`src/rtl/reg_bank_mux_pkg.sv`:
```
// Shared types and constants for the register bank with registered, handshaked read port.
package reg_bank_mux_pkg;

    typedef enum logic {
        StEmpty = 1'b0,
        StFull  = 1'b1
    } out_state_e;

    localparam int unsigned DefWidth = 8;
    localparam int unsigned DefNum   = 4;

    // Address width for a bank of num entries; never narrower than one bit.
    function automatic int unsigned sel_width(input int unsigned num);
        return (num > 1) ? $clog2(num) : 1;
    endfunction

endpackage

```
`src/rtl/out_stage_reg.sv`:
```
// One-entry valid/ready pipeline register; state encodes out_valid directly.
module out_stage_reg
    import reg_bank_mux_pkg::*;
#(
    parameter int unsigned PW = 1
) (
    input  logic          clk,
    input  logic          rst,
    input  logic          in_valid,
    output logic          in_ready,
    input  logic [PW-1:0] in_data,
    output logic          out_valid,
    output logic [PW-1:0] out_data,
    input  logic          out_ready
);

    out_state_e    state_q, state_d;
    logic [PW-1:0] data_q, data_d;
    logic          accept;

    always_comb begin
        in_ready = (state_q == StEmpty) || out_ready;
        accept   = in_valid && in_ready;
        state_d  = state_q;
        data_d   = data_q;
        unique case (state_q)
            StEmpty: if (accept) state_d = StFull;
            StFull: begin
                if (accept)         state_d = StFull;
                else if (out_ready) state_d = StEmpty;
            end
            default: state_d = StEmpty;
        endcase
        if (accept) data_d = in_data;
    end

    always_ff @(posedge clk or negedge rst) begin
        if (!rst) begin
            state_q <= StEmpty;
            data_q  <= '0;
        end else begin
            state_q <= state_d;
            data_q  <= data_d;
        end
    end

    assign out_valid = (state_q == StFull);
    assign out_data  = data_q;

endmodule

```
`src/rtl/reg_bank_mux.sv`:
```
// NUM-entry register bank with one write port, bank clear, and a registered read port
// that bypasses same-cycle writes and flags out-of-range selects.
module reg_bank_mux
    import reg_bank_mux_pkg::*;
#(
    parameter int unsigned     WIDTH     = DefWidth,
    parameter int unsigned     NUM       = DefNum,
    parameter logic [WIDTH-1:0] RESET_VAL = '0,
    localparam int unsigned    SEL_W     = sel_width(NUM)
) (
    input  logic             clk,
    input  logic             rst,
    input  logic             wen,
    input  logic [SEL_W-1:0] waddr,
    input  logic [WIDTH-1:0] wdata,
    input  logic             clr,
    input  logic             rd_valid,
    input  logic [SEL_W-1:0] rd_sel,
    output logic             rd_ready,
    output logic             out_valid,
    output logic [WIDTH-1:0] out_data,
    output logic [SEL_W-1:0] out_sel,
    output logic             out_err,
    input  logic             out_ready
);

    localparam int unsigned    PW   = WIDTH + SEL_W + 1;
    localparam logic [SEL_W:0] NumL = (SEL_W + 1)'(NUM);

    logic [WIDTH-1:0] bank_q [NUM];
    logic [WIDTH-1:0] bank_d [NUM];
    logic             rd_in_range;
    logic [WIDTH-1:0] rd_data;
    logic [PW-1:0]    out_payload;

    // Write wins over clear for its own entry; out-of-range waddr matches no entry.
    always_comb begin
        for (int i = 0; i < NUM; i++) begin
            bank_d[i] = bank_q[i];
            if (clr) bank_d[i] = RESET_VAL;
            if (wen && (waddr == SEL_W'(i))) bank_d[i] = wdata;
        end
    end

    always_ff @(posedge clk or negedge rst) begin
        if (!rst) begin
            for (int i = 0; i < NUM; i++) bank_q[i] <= RESET_VAL;
        end else begin
            for (int i = 0; i < NUM; i++) bank_q[i] <= bank_d[i];
        end
    end

    // Read value reflects this cycle's write/clear so an accepted read sees the new contents.
    always_comb begin
        rd_in_range = ({1'b0, rd_sel} < NumL);
        rd_data     = '0;
        if (rd_in_range) begin
            if (wen && (waddr == rd_sel)) begin
                rd_data = wdata;
            end else if (clr) begin
                rd_data = RESET_VAL;
            end else begin
                for (int i = 0; i < NUM; i++) begin
                    if (rd_sel == SEL_W'(i)) rd_data = bank_q[i];
                end
            end
        end
    end

    out_stage_reg #(
        .PW(PW)
    ) u_out_stage (
        .clk      (clk),
        .rst      (rst),
        .in_valid (rd_valid),
        .in_ready (rd_ready),
        .in_data  ({rd_data, rd_sel, !rd_in_range}),
        .out_valid(out_valid),
        .out_data (out_payload),
        .out_ready(out_ready)
    );

    assign {out_data, out_sel, out_err} = out_payload;

endmodule

```
`config.mk`:
```
export PLATFORM = sky130hd
export DESIGN_NAME = reg_bank_mux
export DESIGN_NICKNAME = d
export VERILOG_FILES = /design/src/rtl/reg_bank_mux_pkg.sv /design/src/rtl/out_stage_reg.sv /design/src/rtl/reg_bank_mux.sv
export SDC_FILE = /design/constraint.sdc
export NUM_CORES = 1
export LEC_CHECK = 0
export ABC_AREA = 0
export CORE_MARGIN = 1.5
export CORE_UTILIZATION = 25
export CTS_CLUSTER_DIAMETER = 150
export DETAILED_ROUTE_END_ITERATION = 8
export SLEW_MARGIN = 20
export SYNTH_ARGS = -nofsm -noshare
export SYNTH_HDL_FRONTEND = slang
export SYNTH_HIERARCHICAL = 1
export SYNTH_SLANG_ARGS = --single-unit
```
`constraint.sdc`:
```
create_clock -name clk -period 1.7 [get_ports clk]
set_input_delay 0.34 -clock clk [delete_from_list [all_inputs] [get_ports clk]]
set_output_delay 0.34 -clock clk [all_outputs]
set_load 0.02 [all_outputs]
```
==> results of run 1 <==
-- per-stage QoR --
step | cells | utilization [%] | TNS [ps]
2_1_floorplan | 174 | - | 0
3_3_place_gp | 312 | 31.8 | -3240
3_5_place_dp | 312 | 31.8 | -3320
4_1_cts | 321 | 33.6 | 0
5_1_grt | 321 | 33.6 | 0
6_report | 321 | 33.6 | 0
-- kinds of logic after synthesis --
logic type / count (synthesis)
other: 1
AND/OR/NAND/NOR: 48
XOR/XNOR: 2
multiplexers: 19
buffers and inverters: 19
flip-flops: 44
AO/OA/AOI/OAI: 41
-- registers in the layout, summed over array words and instances, names as in the netlist --
name / count
u_out_stage/out_valid: 1
u_out_stage/out_data: 11
bank_q: 32
-- worst max path at each step --
stage | from | end | cells past startpoint
6_report | rd_sel[0] | u_out_stage/out_data[8]$_DFFE_PN0P_ | 5
4_1_cts | rd_sel[0] | u_out_stage/out_data[6]$_DFFE_PN0P_ | 5
3_5_place_dp | rd_sel[0] | u_out_stage/out_data[3]$_DFFE_PN0P_ | 5
5_1_grt | rd_sel[0] | u_out_stage/out_data[6]$_DFFE_PN0P_ | 5
3_3_place_gp | rd_sel[0] | u_out_stage/out_data[9]$_DFFE_PN0P_ | 5
2_1_floorplan | rd_sel[0] | u_out_stage/out_data[10]$_DFFE_PN0P_ | 4
-- cell type report --
cell class,instances,share of cell area [%]
sequential,44,39.7
multi-input combinational,111,34.1
timing repair buffer,45,16.5
tap,105,4.73
clock buffer,6,2.61
clock inverter,2,1.26
inverter,8,1.08
-- power by group through the flow --
stage / clock (W) / combinational (W) / sequential [W]
3_3_place_gp: 0 / 0.000430 / 0.00118
2_1_floorplan: 0 / 0.000198 / 0.00121
4_1_cts: 0.000817 / 0.000452 / 0.00116
6_report: 0.000794 / 0.000446 / 0.00116
3_5_place_dp: 0 / 0.000438 / 0.00118
5_1_grt: 0.000859 / 0.000481 / 0.00117
-- synthesized netlist by cell type --
| library cell | instances | share of area [%] |
|---|---|---|
| nand3_1 | 1 | 0.23 |
| or2b_1 | 1 | 0.35 |
| nand2_4 | 1 | 0.53 |
| conb_1 | 1 | 0.18 |
| and3_1 | 1 | 0.29 |
| nand2b_1 | 8 | 2.3 |
| dfrtp_1 | 44 | 52 |
| buf_4 | 1 | 0.35 |
| nand3b_1 | 26 | 9.1 |
| xnor2_1 | 2 | 0.82 |
| mux4_2 | 8 | 8.4 |
| buf_2 | 3 | 0.70 |
| o21ai_0 | 32 | 7.5 |
| a22o_1 | 8 | 3.3 |
| mux2_2 | 1 | 0.53 |
| mux2_4 | 10 | 7.0 |
| buf_12 | 1 | 0.94 |
| clkbuf_1 | 6 | 1.1 |
| a31oi_2 | 1 | 0.59 |
| nand2_1 | 8 | 1.4 |
| inv_1 | 8 | 1.4 |
| nand2b_4 | 1 | 0.65 |
| nor3b_2 | 1 | 0.59 |
-- what timing repair did --
action                     4_1_cts  5_1_grt
gates cloned                     1        0
gates resized for setup          5        2
buffers inserted                 0        0
pin swaps                        0        0
setup endpoints to repair        9        5
-- per-layer routing --
layer	part of all wire, %	GRT usage (%)
met2	52	21.2
met3	4.9	3.59
met1	42	13.2
met4	0.82	4.17
met5	0	0
==> summary.md, run 1 <==
| Metric | Value |
|---|---|
| Post-Syn Area per Cell | about 12 µm² |
| Drt pass-1 iters | 5 |
| Post-route antenna net violation count | 0 |
| Adder-Cell Fraction of Synth Area | 0% |
| Status | finished clean |
| Most common cell after layout, fill and taps aside | dfrtp_1 |
| Gr usage total | 11.8% |
| Final setup fails | 0 |
| Register Area | around 1100 µm² |
| CTS tree | done |
| Critical Path Source Type | input pin |
| Worst-path fanout max | 5 |
| Vert. Die Dim | around 95 µm |
| Mux contribution to synthesized area | approximately 16% |
| Routability Congestion | 0.718 |
| R2R cell count | 3 |
| # IOs | 31 |
| Flop pwr share | 48.3% |
| Worst r2r src | bank_q[9]$_DFFE_PN0P_ |
| Period Utilization, post-route | a little over nine tenths |
| Post-Synth XOR/XNOR Area | 0.821% |
| Die area | 9100 µm² |
| Hold crit path type | in2async |
| Sw Share | between 20 and 30% |
| Inserted Diodes | 0 |
| Post-route cell area | 2780 µm² |
| Final worst path period need | 1660 ps |
| Vias in the first global route | 1612 |
| First-pass GRT wire length | 7940 µm |
| Synth Register Bits | 44 |
| Die X | 95.4 µm |
| # hold bufs at CTS | 0 |
| Gr ovfl total | 0 |
| Final hold violations | 0 |
| Clk root buf | clkbuf_8 |
| CTS Sinks | 44 |
| Family with the most delay on the worst path | multiplexers |
| Buf/Inv on CP | 2 |
| Synth Cell Area | 2130 µm² |
| Largest net degree at the start of global routing | 45 |
| Routed via count | 1477 |
| Detailed Route WL | 4870 µm |
| Wire per inst | 15.2 µm |
| RSZ-0062 raised after global routing | false |
| Syn nets | 192 |
| Final Max Tran Viols | 0 |
| Filler cells | between 800 and 900 |
| Crit path DAT | around 1900 ps |
| Share of layout cells above drive strength 1 | 21.8% |
| Critical path class | in2reg |
| Crit path required time | 1890 ps |
| DR vias/cell | 4.60 |
| Reg2Reg Setup Slack | 270 ps |
| Core footprint | around 8300 µm² |
| Max IR drop VDD | between 0.0003 and 0.0004 V |
| CTS Buf Count | 5 |
| Worst path cell trace | clkdlybuf4s15_1, bufbuf_16, mux4_2, a22o_1, mux2_4 |
| Logic gate share of total power | 18.6% |
| CTS Buffer Depth | 2 |
| Synth Instances | 174 |
| Final setup skew | 13.1 ps |
| Critical path's slowest cell | mux4_2 |
| Clock-pin slew on the worst setup and hold paths | 90 ps |
| Main combinational cell family by area after synthesis | multiplexers |
| # port buffers | 30 |
| Yosys Warn Count | 6 |
| Seq/Total Area, Yosys | 51.6% |
| DP Area | 2630 µm² |
| Final net count | ~230 |
| Skew-Pair Late Insertion Delay | 300 ps |
| Setup ws final | around 44 ps |
| Dpl ws | -407 ps |
| Hold_ws | 6.50 ps |
| Crit. End Element | register |
| Dpl hpwl | 3200 µm |
| Reg-to-Reg End | u_out_stage/out_data[4]$_DFFE_PN0P_ |
| Synth Area in Simple Gates | 15.5% |
| Compound-gate portion of the synthesized area | 11.4% |
| Initial core utilization | between 20% and 30% |
| P_int | about 0.0018 W |
| Slowest stage delay, CP | 490 ps |
| Initial antenna violation count | 0 |
| Fmax | 0.604 GHz |
| Overall Power | 0.00240 W |
| Max cap viols | 0 |
| Drc violations | 0 |
| FP Rows | 33 |
| Clock group share of total power | approximately a third |
| Psw | ~0.0006 W |
| Cell Pwr Density | 864 nW/µm² |
| Multi-input logic area | roughly 950 µm² |
| Post-synth cell types | 23 |
| Most frequent cells in the layout | dfrtp_1 (44), o21ai_0 (32), nand3b_1 (26) |
| H-Tree Depth | 2 |
| Area Overhead vs Synth | 30.1% |
| Leakage | approximately 1.2 nW |
| Initial DRC Count | 84 |
(Power assumes the default switching activity.)
==> run 2: changes to the inputs <==
CAP_MARGIN = 20   (was unset)
CORE_UTILIZATION = 54   (was 25)
PLACE_DENSITY = 0.79   (was unset)
==> run 2 against run 1 <==
  * Cell count is 18% lower
  * Flip-flop and latch count stayed put
  * Highest routed layer unchanged
  * Clock-buffer cell count is 1 lower
  * Largest power group unchanged
  * Register-to-register slack hardly changed
  * Worst setup slack better by 14 ps
==> summary.md, run 2 (synthesized netlist as in run 1, its figures left out) <==
| Metric | Value |
|---|---|
| # IOs | 31 (unchanged) |
| # port buffers | 30 (unchanged) |
| Final setup fails | 0 (unchanged) |
| Util after Layout | 72.3% (+39 points) |
| Vert. Die Dim | 65.9 µm (-31%) |
| Area Overhead vs Synth | 25.9% |
| First-pass GRT wire length | 7590 µm (-4.4%) |
| Crit path required time | 1360 ps (-530 ps) |
| Drc violations | 0 (unchanged) |
| CTS Buf Count | 5 (unchanged) |
| Max cap viols | 0 (unchanged) |
| Wire per inst | 17.4 µm (+15%) |
| Period Utilization, post-route | 96.6% (-0.81 points) |
| Drt pass-1 iters | 4 (-1) |
| Dpl ws | -424 ps (-17.1 ps) |
| Worst-path fanout max | 2 (-3) |
| DR vias/cell | 5.79 (+26%) |
| Leakage | 1.20 nW (-0.87%) |
| Largest net degree at the start of global routing | 33 (-27%) |
| Initial DRC Count | 76 (-9.5%) |
| Detailed Route WL | 4590 µm (-5.9%) |
| Die area | 4340 µm² (-52%) |
| Final net count | 232 (-0.43%) |
| Initial antenna violation count | 0 (unchanged) |
| Dpl hpwl | 3210 µm (+0.19%) |
| Crit. End Element | output port |
| Final Max Tran Viols | 0 (unchanged) |
| RSZ-0062 raised after global routing | false |
| Clk root buf | clkbuf_8 |
| Skew-Pair Late Insertion Delay | 290 ps (about the same) |
| Overall Power | 0.00238 W (-0.76%) |
| Routed via count | 1524 (+3.2%) |
| Vias in the first global route | 1543 (-4.3%) |
| Critical path class | reg2out |
| Post-CTS Setup Repair Bufs | 0 (unchanged) |
| Post-route antenna net violation count | 0 (unchanged) |
| Clock-pin slew on the worst setup and hold paths | 80 ps (about the same) |
| Largest register FFs | 32 (unchanged) |
| Final setup skew | 5.89 ps (-7.16 ps) |
| Gr ovfl total | 0 (unchanged) |
| Die X | 65.9 µm (-31%) |
| # hold bufs at CTS | 0 (unchanged) |
| Share of layout cells above drive strength 1 | 22.8% (+1.0 points) |
| Critical path's slowest cell | clkdlybuf4s50_1 |
| CTS tree | done |
| Filler cells | 247 (-71%) |
| FP Rows | 22 (-33%) |
| Most frequent cells in the layout | dfrtp_1 (44), o21ai_0 (32), nand3b_1 (26), clkdlybuf4s50_1 (26), buf_4 (12) |
| Hold crit path type | in2async |
| Worst Tran Pin Value | 558 ps |
| Fmax | 0.609 GHz (+0.83%) |
| Routability Congestion | 0.784 (+9.1%) |
| CTS Buffer Depth | 2 (unchanged) |
| H-Tree Depth | 2 (unchanged) |
| Most flops, register | bank_q |
| Final worst path period need | 1640 ps (-13.7 ps) |
| Critical Path Source Type | register |
| Status | finished clean |
| Crit path DAT | 1300 ps (-550 ps) |
| Family with the most delay on the worst path | buffers and inverters |
| Most common cell after layout, fill and taps aside | dfrtp_1 |
| CTS Sinks | 44 (unchanged) |
| Post-Place Cells | 255 (-18%) |
| Final std cells w/o fill | 263 (-18%) |
| Inserted Diodes | 0 (unchanged) |
| Slowest stage delay, CP | 620 ps (+130 ps) |
| Final hold violations | 0 (unchanged) |
| Setup ws final | 57.9 ps (+13.7 ps) |
| Gr usage total | 23.7% (+12 points) |
| Max_slew headroom | 62.8% |
| Core footprint | 3720 µm² (-55%) |
| Buf/Inv on CP | 1 (-1) |
| Worst path cell trace | clkdlybuf4s50_1 |
| Cell Pwr Density | 886 nW/µm² (+2.6%) |
| Initial core utilization | 57.4% (+32 points) |
| Max IR drop VDD | 0.000642 V (+80%) |
-- run 2: cell count changes in the layout (fill, tap and decap cells not counted) --
| cell | change |
|---|---|
| and3_4 | +1 |
| xnor2_2 | +2 |
| clkdlybuf4s15_1 | -1 |
| clkbuf_1 | -1 |
| and3_2 | -1 |
| bufbuf_16 | -1 |
| clkinvlp_4 | +1 |
| buf_6 | +1 |
| xnor2_1 | -2 |
| clkdlybuf4s50_1 | +1 |
| buf_12 | -1 |
-- run 2: final timing paths --
kind,from,slack (ps),end,depth (start not counted)
setup / recovery,u_out_stage/out_valid$_DFF_PN0_,60,out_valid,1
hold / removal,rst,30,u_out_stage/out_data[4]$_DFFE_PN0P_,1
setup reg to reg,bank_q[6]$_DFFE_PN0P_,260,u_out_stage/out_data[9]$_DFFE_PN0P_,3
hold reg to reg,bank_q[2]$_DFFE_PN0P_,520,bank_q[2]$_DFFE_PN0P_,2
max in group asynchronous,rst,1160,bank_q[24]$_DFFE_PN0P_,2
min in group clk,bank_q[2]$_DFFE_PN0P_,520,bank_q[2]$_DFFE_PN0P_,2
-- run 2: metrics by stage --
step | cell area, µm² | hold WS [ps] | TNS [ps]
floorplan | 2130 | 44.4 | 0
global placement | 2540 | 342 | -3120
detailed placement | 2540 | 356 | -3470
CTS | 2680 | 43.1 | 0
global route | 2690 | 56.3 | 0
finish | 2690 | 26.6 | 0
-- run 2: repair_timing --
action,CTS,global route
endpoints found under the setup margin,9,3
cloned,0,0
gates resized for setup,8,1
-- run 2: cell type report --
| class | instances | area [µm²] | area share (%) |
|---|---|---|---|
| timing repair buffer | 44 | 417 | 15.5 |
| clock inverter | 3 | 42.5 | 1.58 |
| sequential | 44 | 1100 | 41.0 |
| tap | 48 | 60.1 | 2.24 |
| multi-input combinational | 111 | 966 | 36.0 |
| clock buffer | 5 | 68.8 | 2.56 |
| inverter | 8 | 30.0 | 1.12 |
-- run 2: where the power goes --
part / total [W] / switching (W) / internal [W]
clock network: 0.000779 / 0.000344 / 0.000435
registers: 0.00116 / 0.0000438 / 0.00112
logic: 0.000439 / 0.000204 / 0.000235
total: 0.00238 / 0.000592 / 0.00179
-- run 2: per-layer routing --
layer / vias up / part of all wire (%) / global-route usage [%] / wire length, µm
met5: - / 0 / 0 / 0
met4: 0 / 0.96 / 6.25 / 44
met3: 6 / 5.6 / 4.26 / 259
met2: 51 / 51 / 41.2 / 2330
met1: 767 / 43 / 30.8 / 1950
li1: 700 / - / - / -
==> run 3: changes to the inputs <==
CAP_MARGIN = 0   (was 20)
==> results of run 3 <==
Same layout as run 2: the final DEF is identical, and so are final timing and power.
